### config.mk
export PLATFORM = sky130hd
export DESIGN_NAME = hist_bin_collector
export DESIGN_NICKNAME = d
export VERILOG_FILES = /design/src/rtl/hist_bin_collector.sv
export SDC_FILE = /design/constraint.sdc
export NUM_CORES = 1
export LEC_CHECK = 0
export ABC_AREA = 1
export CORE_ASPECT_RATIO = 0.75
export CORE_UTILIZATION = 35
export DETAILED_ROUTE_END_ITERATION = 16
export PLACE_DENSITY = 0.5
export SYNTH_ARGS = -nofsm -noshare
export SYNTH_HDL_FRONTEND = slang
export SYNTH_SLANG_ARGS = --single-unit
### constraint.sdc
create_clock -name clk -period 2.36 [get_ports clk]
set_input_delay 0.472 -clock clk [delete_from_list [all_inputs] [get_ports clk]]
set_output_delay 0.472 -clock clk [all_outputs]
set_load 0.01 [all_outputs]
### src/rtl/hist_bin_collector.sv
// Receive-side collector for the histogram bin readout stream: buffers bins, sums them, flags bad frames.
// Optional peak tracking is enabled by defining HIST_PEAK_EN.
module hist_bin_collector #(
   parameter  int unsigned NUM_BINS = 16,
   parameter  int unsigned BIN_W    = 8,
   localparam int unsigned ADDR_W   = $clog2(NUM_BINS)
) (
   input  logic                      clk,
   input  logic                      reset,
   input  logic                      arm,
   input  logic [BIN_W-1:0]          bin_data,
   input  logic                      bin_valid,
   input  logic                      bin_last,
   output logic                      busy,
   output logic                      frame_done,
   output logic                      frame_valid,
   output logic                      frame_err,
   output logic [ADDR_W:0]           bin_count,
   output logic [BIN_W+ADDR_W:0]     total,
   input  logic [ADDR_W-1:0]         rd_addr,
   output logic [BIN_W-1:0]          rd_data,
   output logic [ADDR_W-1:0]         peak_idx,
   output logic [BIN_W-1:0]          peak_val
);

   typedef enum logic [1:0] {
      IDLE    = 2'd0,
      CAPTURE = 2'd1,
      DONE    = 2'd2
   } state_t;

   localparam logic [ADDR_W:0] FULL = NUM_BINS[ADDR_W:0];

   state_t              state;
   state_t              state_next;
   logic [BIN_W-1:0]    mem [NUM_BINS];
   logic                clr;
   logic                beat;
   logic                full;
   logic                store;
   logic [ADDR_W:0]     count_next;
   logic [ADDR_W-1:0]   wr_idx;

   // arm is only honoured outside DONE; a beat in an arm cycle is always dropped
   assign clr        = arm && (state != DONE);
   assign beat       = (state == CAPTURE) && bin_valid && !arm;
   assign full       = (bin_count == FULL);
   assign store      = beat && !full && !reset;
   assign count_next = full ? bin_count : bin_count + 1'b1;
   assign wr_idx     = bin_count[ADDR_W-1:0];

   always_ff @(posedge clk) begin
      if (reset) state <= IDLE;
      else       state <= state_next;
   end

   always_comb begin
      state_next = state;
      busy       = 1'b0;
      frame_done = 1'b0;
      case (state)
         IDLE: begin
            if (arm) state_next = CAPTURE;
         end
         CAPTURE: begin
            busy = 1'b1;
            if (beat && bin_last) state_next = DONE;
         end
         DONE: begin
            frame_done = 1'b1;
            state_next = IDLE;
         end
         default: state_next = IDLE;
      endcase
   end

   always_ff @(posedge clk) begin
      if (reset) begin
         bin_count   <= '0;
         total       <= '0;
         frame_valid <= 1'b0;
         frame_err   <= 1'b0;
      end else if (clr) begin
         bin_count   <= '0;
         total       <= '0;
         frame_valid <= 1'b0;
         frame_err   <= 1'b0;
      end else if (beat) begin
         if (!full) begin
            bin_count <= count_next;
            total     <= total + {{(ADDR_W+1){1'b0}}, bin_data};
         end else begin
            frame_err <= 1'b1;
         end
         if (bin_last && (count_next != FULL)) frame_err <= 1'b1;
      end else if (state == DONE) begin
         frame_valid <= 1'b1;
      end
   end

   always_ff @(posedge clk) begin
      if (store) mem[wr_idx] <= bin_data;
   end

   always_ff @(posedge clk) begin
      if (reset) rd_data <= '0;
      else       rd_data <= mem[rd_addr];
   end

`ifdef HIST_PEAK_EN
   always_ff @(posedge clk) begin
      if (reset || clr) begin
         peak_idx <= '0;
         peak_val <= '0;
      end else if (store && (bin_data > peak_val)) begin
         peak_idx <= wr_idx;
         peak_val <= bin_data;
      end
   end
`else
   assign peak_idx = '0;
   assign peak_val = '0;
`endif

endmodule

==> results of run 1 <==
==> final cells by class <==
cell class | count | area (um^2)
tap | 253 | 317
timing repair buffer | 84 | 766
fill | 1817 | 10900
clock buffer | 20 | 437
sequential | 158 | 4440
inverter | 44 | 165
multi-input combinational | 451 | 2110
clock inverter | 12 | 193
==> cell usage in the layout (no fill, tap or decap) <==
cell                                n
sky130_fd_sc_hd__nand2_2            2
sky130_fd_sc_hd__nor3_1             3
sky130_fd_sc_hd__clkinvlp_4         1
sky130_fd_sc_hd__inv_2              7
sky130_fd_sc_hd__nor2_1           154
sky130_fd_sc_hd__o21ai_4            1
sky130_fd_sc_hd__fa_1               1
sky130_fd_sc_hd__buf_4             36
sky130_fd_sc_hd__bufinv_16          5
sky130_fd_sc_hd__a31oi_1            1
sky130_fd_sc_hd__clkbuf_16         17
sky130_fd_sc_hd__dfxtp_1           30
sky130_fd_sc_hd__inv_1             37
sky130_fd_sc_hd__clkinv_2           2
sky130_fd_sc_hd__o211ai_1           2
sky130_fd_sc_hd__a211oi_2           1
sky130_fd_sc_hd__ha_1              12
sky130_fd_sc_hd__clkinv_4           2
sky130_fd_sc_hd__nand3_1           66
sky130_fd_sc_hd__xor2_1             2
sky130_fd_sc_hd__edfxtp_1         128
sky130_fd_sc_hd__nand4_1            3
sky130_fd_sc_hd__clkdlybuf4s50_1   45
sky130_fd_sc_hd__o21ai_0           40
sky130_fd_sc_hd__clkinv_1           2
sky130_fd_sc_hd__conb_1            12
sky130_fd_sc_hd__nor2_2             2
sky130_fd_sc_hd__nor2_4             3
sky130_fd_sc_hd__xnor2_1            1
sky130_fd_sc_hd__nand3_2            2
sky130_fd_sc_hd__buf_12             2
sky130_fd_sc_hd__nand2_1           97
sky130_fd_sc_hd__o21ai_1           24
sky130_fd_sc_hd__buf_2              1
sky130_fd_sc_hd__clkbuf_1           3
sky130_fd_sc_hd__a21boi_0           1
sky130_fd_sc_hd__a21oi_1           21
==> stage by stage <==
step	hold WS (ns)	TNS, ns
3_3_place_gp	0.473	-0.430
5_1_grt	0.523	0
4_1_cts	0.498	0
2_1_floorplan	0.512	0
3_5_place_dp	0.481	-0.450
6_report	0.491	0
==> cell families after synthesis <==
| logic type | count (synthesis) | share of synthesized area [%] |
|---|---|---|
| AND/OR/NAND/NOR | 332 | 19.9 |
| flip-flops | 158 | 63.9 |
| AO/OA/AOI/OAI | 91 | 6.95 |
| buffers and inverters | 86 | 6.32 |
| adder cells (fa/ha/maj) | 13 | 2.45 |
| XOR/XNOR | 3 | 0.378 |
| other | 1 | 0.0539 |
==> flip-flops by register name, summed over array words and instances, names as in the netlist <==
register and cells:
mem 128, total 13, rd_data 8, bin_count 5, state 2, frame_err 1, frame_valid 1
==> power by group through the flow <==
stage / Clock [mW] / Sequential (mW) / Combinational [mW]
after floorplan: 0 / 3.10 / 0.249
after global placement: 0 / 3.10 / 0.427
after CTS: 2.99 / 3.04 / 0.433
after detailed placement: 0 / 3.10 / 0.430
after global routing: 3.10 / 3.04 / 0.482
final: 2.94 / 3.04 / 0.429
==> layer usage <==
metal / global-route usage, % / routed length, um / vias up
met5: 0 / 0 / -
met4: 4.64 / 152 / 0
met3: 3.83 / 858 / 14
met2: 25.6 / 7260 / 114
li1: - / - / 2437
met1: 26.6 / 8690 / 2337
==> tightest hold or removal path: cells and delay by family, from the launching register on <==
kind          cells  cell delay (ns)
flops             1             0.33
simple gates      2             0.13
==> final timing paths <==
kind,end,slack (ns),cells past startpoint
min reg2reg,frame_valid,0.49,2
max reg2reg,mem[8][3],0.28,10
min,frame_valid,0.49,2
max,total[12],0.23,11
==> results by group, run 1 <==
Layout
  • Non-filler cells, final: 1022
  • Area grow syn2layout: 21.3%
  • Share of the core filled with cells in the final layout: 43.5%
  • Number of nets in the layout: 786
  • ANT cells: 0
  • Final standard cell area without fillers: 8430 um^2
  • Share of final-layout standard cells stronger than drive strength 1: 10.9%

Floorplan
  • Die Span X: 165 um
  • Effective utilization at floorplan: 35.9%
  • Row count: 44
  • Floorplan die height: 124 um
  • Core Footprint: 19400 um^2
  • Io pins: 59
  • Overall die area: 20400 um^2

Logic synthesis
  • Synth warn: 0
  • Area contributors post-synth: sky130_fd_sc_hd__edfxtp_1, sky130_fd_sc_hd__dfxtp_1, sky130_fd_sc_hd__nor2_1, sky130_fd_sc_hd__nand2_1, sky130_fd_sc_hd__nand3_1
  • Synth cell count leaders: sky130_fd_sc_hd__nor2_1, sky130_fd_sc_hd__edfxtp_1, sky130_fd_sc_hd__nand2_1
  • Mean area per synthesized cell: 10.2 um^2
  • Library cells used by synthesis: 31
  • Area share of the largest cell type after synthesis: 55.3%
  • Total standard cell area after synthesis: 6950 um^2
  • Number of synthesized register bits: 158
  • Sequential-to-total area share from yosys stat: 63.9%
  • Prevailing post-synth register cell: sky130_fd_sc_hd__edfxtp_1
  • Number of synthesized flops with an enable pin: 128
  • Cells after synthesis: 684
  • Most frequent cell after synthesis: sky130_fd_sc_hd__nor2_1
  • Most area-hungry cell type in the Yosys netlist: sky130_fd_sc_hd__edfxtp_1
  • Async set-or-reset flop fraction in the synthesized netlist: 0%

Clock tree
  • Number of buffers between clock root and the deepest sink: 2
  • Hold-fix buffer count after cts: 0
  • Total CTS buffers: 17
  • Clock transition at the register clock pins on the worst setup and hold paths after CTS: 0.07 ns
  • CTS root buf: sky130_fd_sc_hd__clkbuf_16
  • CTS HTree Levels: 4
  • TritonCTS clock tree: built
  • Post-cts gate resize count: 0
  • Worst-skew pair later-pin latency: 0.43 ns
  • Count of buffers added by post-CTS timing repair for setup: 0
  • Sinks on Clock Net: 158

Power and ir drop
  • Reg power frac: 47.4%
  • Int Power: 5.05 mW
  • Worst ir drop on vdd: 382 uV
  • Fraction of power consumed by combinational cells: 6.7%
  • Static leakage: 3.19 nW
  • Power density over the cells: 759 nW/um^2
  • Switch Pwr: 1.35 mW
  • Clock network fraction of total power: 45.9%
  • Overall power consumption: 6.40 mW
  • Switching portion of total power: 21.1%

Setup path
  • Crit path buf inv count: 1
  • Critical path's slowest cell: sky130_fd_sc_hd__clkdlybuf4s50_1
  • Crit path largest cell delay: 0.56 ns
  • Largest fanout of any net on the critical path: 4
  • Kind of capture point of the worst setup path: flop
  • Top cell by count, worst path: sky130_fd_sc_hd__nand2_1
  • Beginning of the worst register-to-register path: bin_count[0]
  • Arrival time reported for the critical path endpoint: 2.45 ns
  • Launch point of the worst path: bin_data[0]
  • Worst Path Required: 2.69 ns
  • Family with the most delay on the worst path: adder cells
  • Cell breakdown of the critical path: clkdlybuf4s50_1, ha_1, fa_1, nand3_1, nand2_1, nand2_1, nand2_1, nand3_1, nand2_1, nand2_1, nor2_1
  • Kind of start point of the critical path: input port
  • Kind of critical path: in2reg

Placement
  • Number of placed instances with taps included: 990
  • Cell Area, Placed: 7800 um^2
  • Placer congestion estimate: 0.818
  • DPL Wire Length: 11200 um
  • Input/output buffers: 46
  • Worst slack at placement: -0.147 ns

Timing
  • Worst-margin pin slew: 0.606 ns
  • Worst rel slew slack: 59.6%
  • Upper clock frequency limit: 470 MHz
  • Final hold vios: 0
  • Unrepaired setup endpoints after global routing: no
  • Number of pins exceeding their max-slew limit in the final report: 0
  • Endpoints failing setup: 0
  • Worst Clk Skew: 0.0104 ns
  • Final period util: 90.2%
  • Final worst path period need: 2.13 ns
  • Smallest setup slack after layout: 0.232 ns

Routing
  • Routed wirelength normalized by instance count: 16.6 um
  • Post-detailed-route via-to-cell ratio: 4.80
  • Number of design rule violations left after detail routing: 0
  • Total routed wirelength: 17000 um
  • Pre-Repair DR Iteration Count: 5
  • Number of nets with antenna violations after detailed routing: 0
  • Total via count after detailed routing: 4902
  • Detailed Route Iter0 Violations: 351

Status
  • Outcome: completed

Global route
  • GRT Residual Overflow: 0
  • Largest net degree at the start of global routing: 47
  • Wire length of the first global-routing pass: 26400 um
  • Vias in the first global route: 4724
  • All-Layer GR Usage: 17.7%
  • Antenna violations before repair: 0

Worst hold path
  • Type of the tightest min-delay check: reg2reg
  • Startpoint of the lowest-slack hold path: frame_valid

Run
  • Max cap viols: 0
(Power assumes the default switching activity.)
==> run 2, diff against run 1 <==
- CORE_UTILIZATION: 35 -> 48
- PLACE_DENSITY: 0.5 -> 0.65
==> run 2 against run 1 <==
Effect of this change:
- worst setup slack better by 0.037 ns
- routed wire length down 5.2%
- sequential power about the same
- clock power up 13%
- global-route usage up 5.3 points
- non-clock buffer count down 1
- via count up 1.4%
- clock-buffer cell count down 2
- die area down 27%
- first-iteration DRC count up 22%
- largest power group is now the clock network
==> results by group, run 2 (same netlist as run 1, synthesis figures left out) <==
Status
  • Outcome: completed

Clock tree
  • CTS root buf: sky130_fd_sc_hd__clkbuf_16
  • Count of buffers added by post-CTS timing repair for setup: 0 (unchanged)
  • CTS HTree Levels: 4 (unchanged)
  • TritonCTS clock tree: built
  • Post-cts gate resize count: 0 (unchanged)
  • Sinks on Clock Net: 158 (unchanged)
  • Clock transition at the register clock pins on the worst setup and hold paths after CTS: 0.06 ns (about the same)
  • Number of buffers between clock root and the deepest sink: 2 (unchanged)
  • Hold-fix buffer count after cts: 0 (unchanged)
  • Total CTS buffers: 17 (unchanged)
  • Worst-skew pair later-pin latency: 0.43 ns (about the same)

Layout
  • ANT cells: 0 (unchanged)
  • Number of nets in the layout: 785 (-0.13%)
  • Largest registers: mem (128), total (13), rd_data (8)
  • Flip-flop count of the largest register after layout: 128 (unchanged)
  • Share of final-layout standard cells stronger than drive strength 1: 11.5% (+0.54 points)
  • Area grow syn2layout: 21.3% (about the same)
  • Most common library cell in the layout ignoring fill and taps: sky130_fd_sc_hd__nor2_1
  • Largest register by flop count: mem
  • Commonest cells after routing, fill and taps aside: sky130_fd_sc_hd__nor2_1, sky130_fd_sc_hd__edfxtp_1, sky130_fd_sc_hd__nand2_1, sky130_fd_sc_hd__nand3_1, sky130_fd_sc_hd__clkdlybuf4s50_1
  • Fill cell count: 1105 (-39%)

Routing
  • Pre-Repair DR Iteration Count: 5 (unchanged)
  • Number of design rule violations left after detail routing: 0 (unchanged)
  • Number of nets with antenna violations after detailed routing: 0 (unchanged)
  • Total routed wirelength: 16100 um (-5.2%)
  • Routed wirelength normalized by instance count: 16.7 um (+0.61%)
  • Total via count after detailed routing: 4971 (+1.4%)
  • Detailed Route Iter0 Violations: 427 (+22%)
  • Post-detailed-route via-to-cell ratio: 5.16 (+7.6%)

Power and ir drop
  • Power density over the cells: 806 nW/um^2 (+6.1%)
  • Switch Pwr: 1.39 mW (+2.8%)
  • Clock network fraction of total power: 49.0% (+3.1 points)
  • Worst ir drop on vdd: 648 uV (+70%)
  • Overall power consumption: 6.80 mW (+6.2%)
  • Reg power frac: 44.7% (-2.7 points)
  • Fraction of power consumed by combinational cells: 6.3% (-0.4 points)
  • Int Power: 5.41 mW (+7.1%)
  • Static leakage: 3.23 nW (+1.2%)
  • Switching portion of total power: 20.4% (-0.68 points)

Global route
  • Layer with the highest usage: met2
  • Global Route met3 Usage: 6.44% (+2.6 points)
  • All-Layer GR Usage: 23.0% (+5.3 points)
  • Met1 Resource Use GR: 31.9% (+5.3 points)
  • Antenna violations before repair: 0 (unchanged)
  • GRT Residual Overflow: 0 (unchanged)
  • Vias in the first global route: 4577 (-3.1%)
  • Met2 track utilization from global routing: 35.6% (+10 points)
  • Wire length of the first global-routing pass: 25100 um (-4.9%)
  • Largest net degree at the start of global routing: 37 (-21%)

Setup path
  • Kind of start point of the critical path: flop
  • Arrival time reported for the critical path endpoint: 1.62 ns (-0.83 ns)
  • Crit path buf inv count: 2 (+1)
  • Largest fanout of any net on the critical path: 3 (-1)
  • Crit path largest cell delay: 0.58 ns (+0.02 ns)
  • Kind of critical path: reg2out
  • Critical path's slowest cell: sky130_fd_sc_hd__clkdlybuf4s50_1
  • Worst Path Required: 1.89 ns (-0.80 ns)
  • Cell breakdown of the critical path: inv_2, nor2_2, clkdlybuf4s50_1
  • Family with the most delay on the worst path: buffers and inverters
  • Kind of capture point of the worst setup path: primary output

Timing
  • Worst Clk Skew: 0.0101 ns (-0.000250 ns)
  • Endpoints failing setup: 0 (unchanged)
  • Worst rel slew slack: 60.1% (+0.59 points)
  • Final hold vios: 0 (unchanged)
  • Number of pins exceeding their max-slew limit in the final report: 0 (unchanged)
  • Unrepaired setup endpoints after global routing: no
  • Final hold slack: 0.489 ns (-0.00127 ns)
  • Final period util: 88.6% (-1.6 points)
  • Upper clock frequency limit: 478 MHz (+1.8%)
  • Smallest setup slack after layout: 0.270 ns (+0.0374 ns)
  • Worst-margin pin slew: 0.597 ns (-0.00885 ns)
  • Final worst path period need: 2.09 ns (-0.0374 ns)

Floorplan
  • Row count: 37 (-16%)
  • Core Footprint: 13900 um^2 (-28%)
  • Die Span X: 141 um (-14%)
  • Io pins: 59 (unchanged)
  • Overall die area: 15000 um^2 (-27%)
  • Floorplan die height: 106 um (-14%)
  • Effective utilization at floorplan: 49.9% (+14 points)

Placement
  • Input/output buffers: 46 (unchanged)
  • Worst slack at placement: -0.0868 ns (+0.0604 ns)
  • DPL Wire Length: 10600 um (-4.7%)
  • Placer congestion estimate: 0.827 (+1.1%)

Worst hold path
  • Type of the tightest min-delay check: reg2reg

Run
  • Max cap viols: 0 (unchanged)
[run 2: cell types whose count changed in the layout (fill, tap and decap cells not counted)]
| cell | previous run | this run |
|---|---|---|
| sky130_fd_sc_hd__clkinv_1 | 2 | 0 |
| sky130_fd_sc_hd__bufinv_16 | 5 | 8 |
| sky130_fd_sc_hd__clkbuf_1 | 3 | 0 |
| sky130_fd_sc_hd__inv_8 | 0 | 1 |
| sky130_fd_sc_hd__buf_12 | 2 | 1 |
| sky130_fd_sc_hd__clkbuf_8 | 0 | 1 |
[run 2: cell type report]
cell class	count	area (um^2)	share of cell area (%)
tap	195	244	2.89
timing repair buffer	83	746	8.84
clock inverter	14	287	3.40
clock buffer	18	439	5.21
sequential	158	4440	52.7
multi-input combinational	451	2110	25.0
inverter	44	165	1.96
[run 2: final timing paths]
check / startpoint / end / slack, ns / depth (start not counted)
worst min-delay path: frame_valid / frame_valid / 0.49 / 2
worst min register to register: frame_valid / frame_valid / 0.49 / 2
worst max-delay path: state[1] / frame_done / 0.27 / 3
worst max register to register: bin_count[0] / mem[6][4] / 0.32 / 10
[run 2: power by group through the flow]
stage / Combinational [mW] / Sequential [mW] / Clock [mW]
CTS: 0.428 / 3.04 / 3.37
floorplan: 0.249 / 3.10 / 0
detailed placement: 0.425 / 3.10 / 0
finish: 0.430 / 3.04 / 3.33
global route: 0.473 / 3.04 / 3.47
global placement: 0.418 / 3.09 / 0
[run 2: per-layer routing]
metal  wire length (um)  part of all wire (%)
met2               7450                    46
met1               7340                    46
met3               1120                   7.0
met5                  0                     0
met4                170                   1.1
[run 2: worst reg2reg max path, stage by stage (launching register included)]
cell	delay (ns)
sky130_fd_sc_hd__dfxtp_1	0.47
sky130_fd_sc_hd__inv_1	0.12
sky130_fd_sc_hd__ha_1	0.25
sky130_fd_sc_hd__nand3_2	0.11
sky130_fd_sc_hd__inv_2	0.06
sky130_fd_sc_hd__nor2_4	0.09
sky130_fd_sc_hd__nand2_2	0.10
sky130_fd_sc_hd__inv_2	0.08
sky130_fd_sc_hd__nand2_1	0.13
sky130_fd_sc_hd__nor2_1	0.14
sky130_fd_sc_hd__buf_4	0.21
[run 2: stage by stage]
step / util, % / cell area (um^2) / TNS [ns] / instances
final: 60.5 / 8430 / 0 / 963
after global routing: 60.5 / 8430 / 0 / 963
after CTS: 60.5 / 8430 / 0 / 963
after detailed placement: 55.3 / 7710 / -0.273 / 931
after global placement: 55.3 / 7710 / -0.279 / 931
after floorplan: - / 6990 / 0 / 695
==> run 3, diff against run 2 <==
- TNS_END_PERCENT: unset -> 50
==> results of run 3 <==
No change in the layout: final DEF, timing and power equal those of run 2.
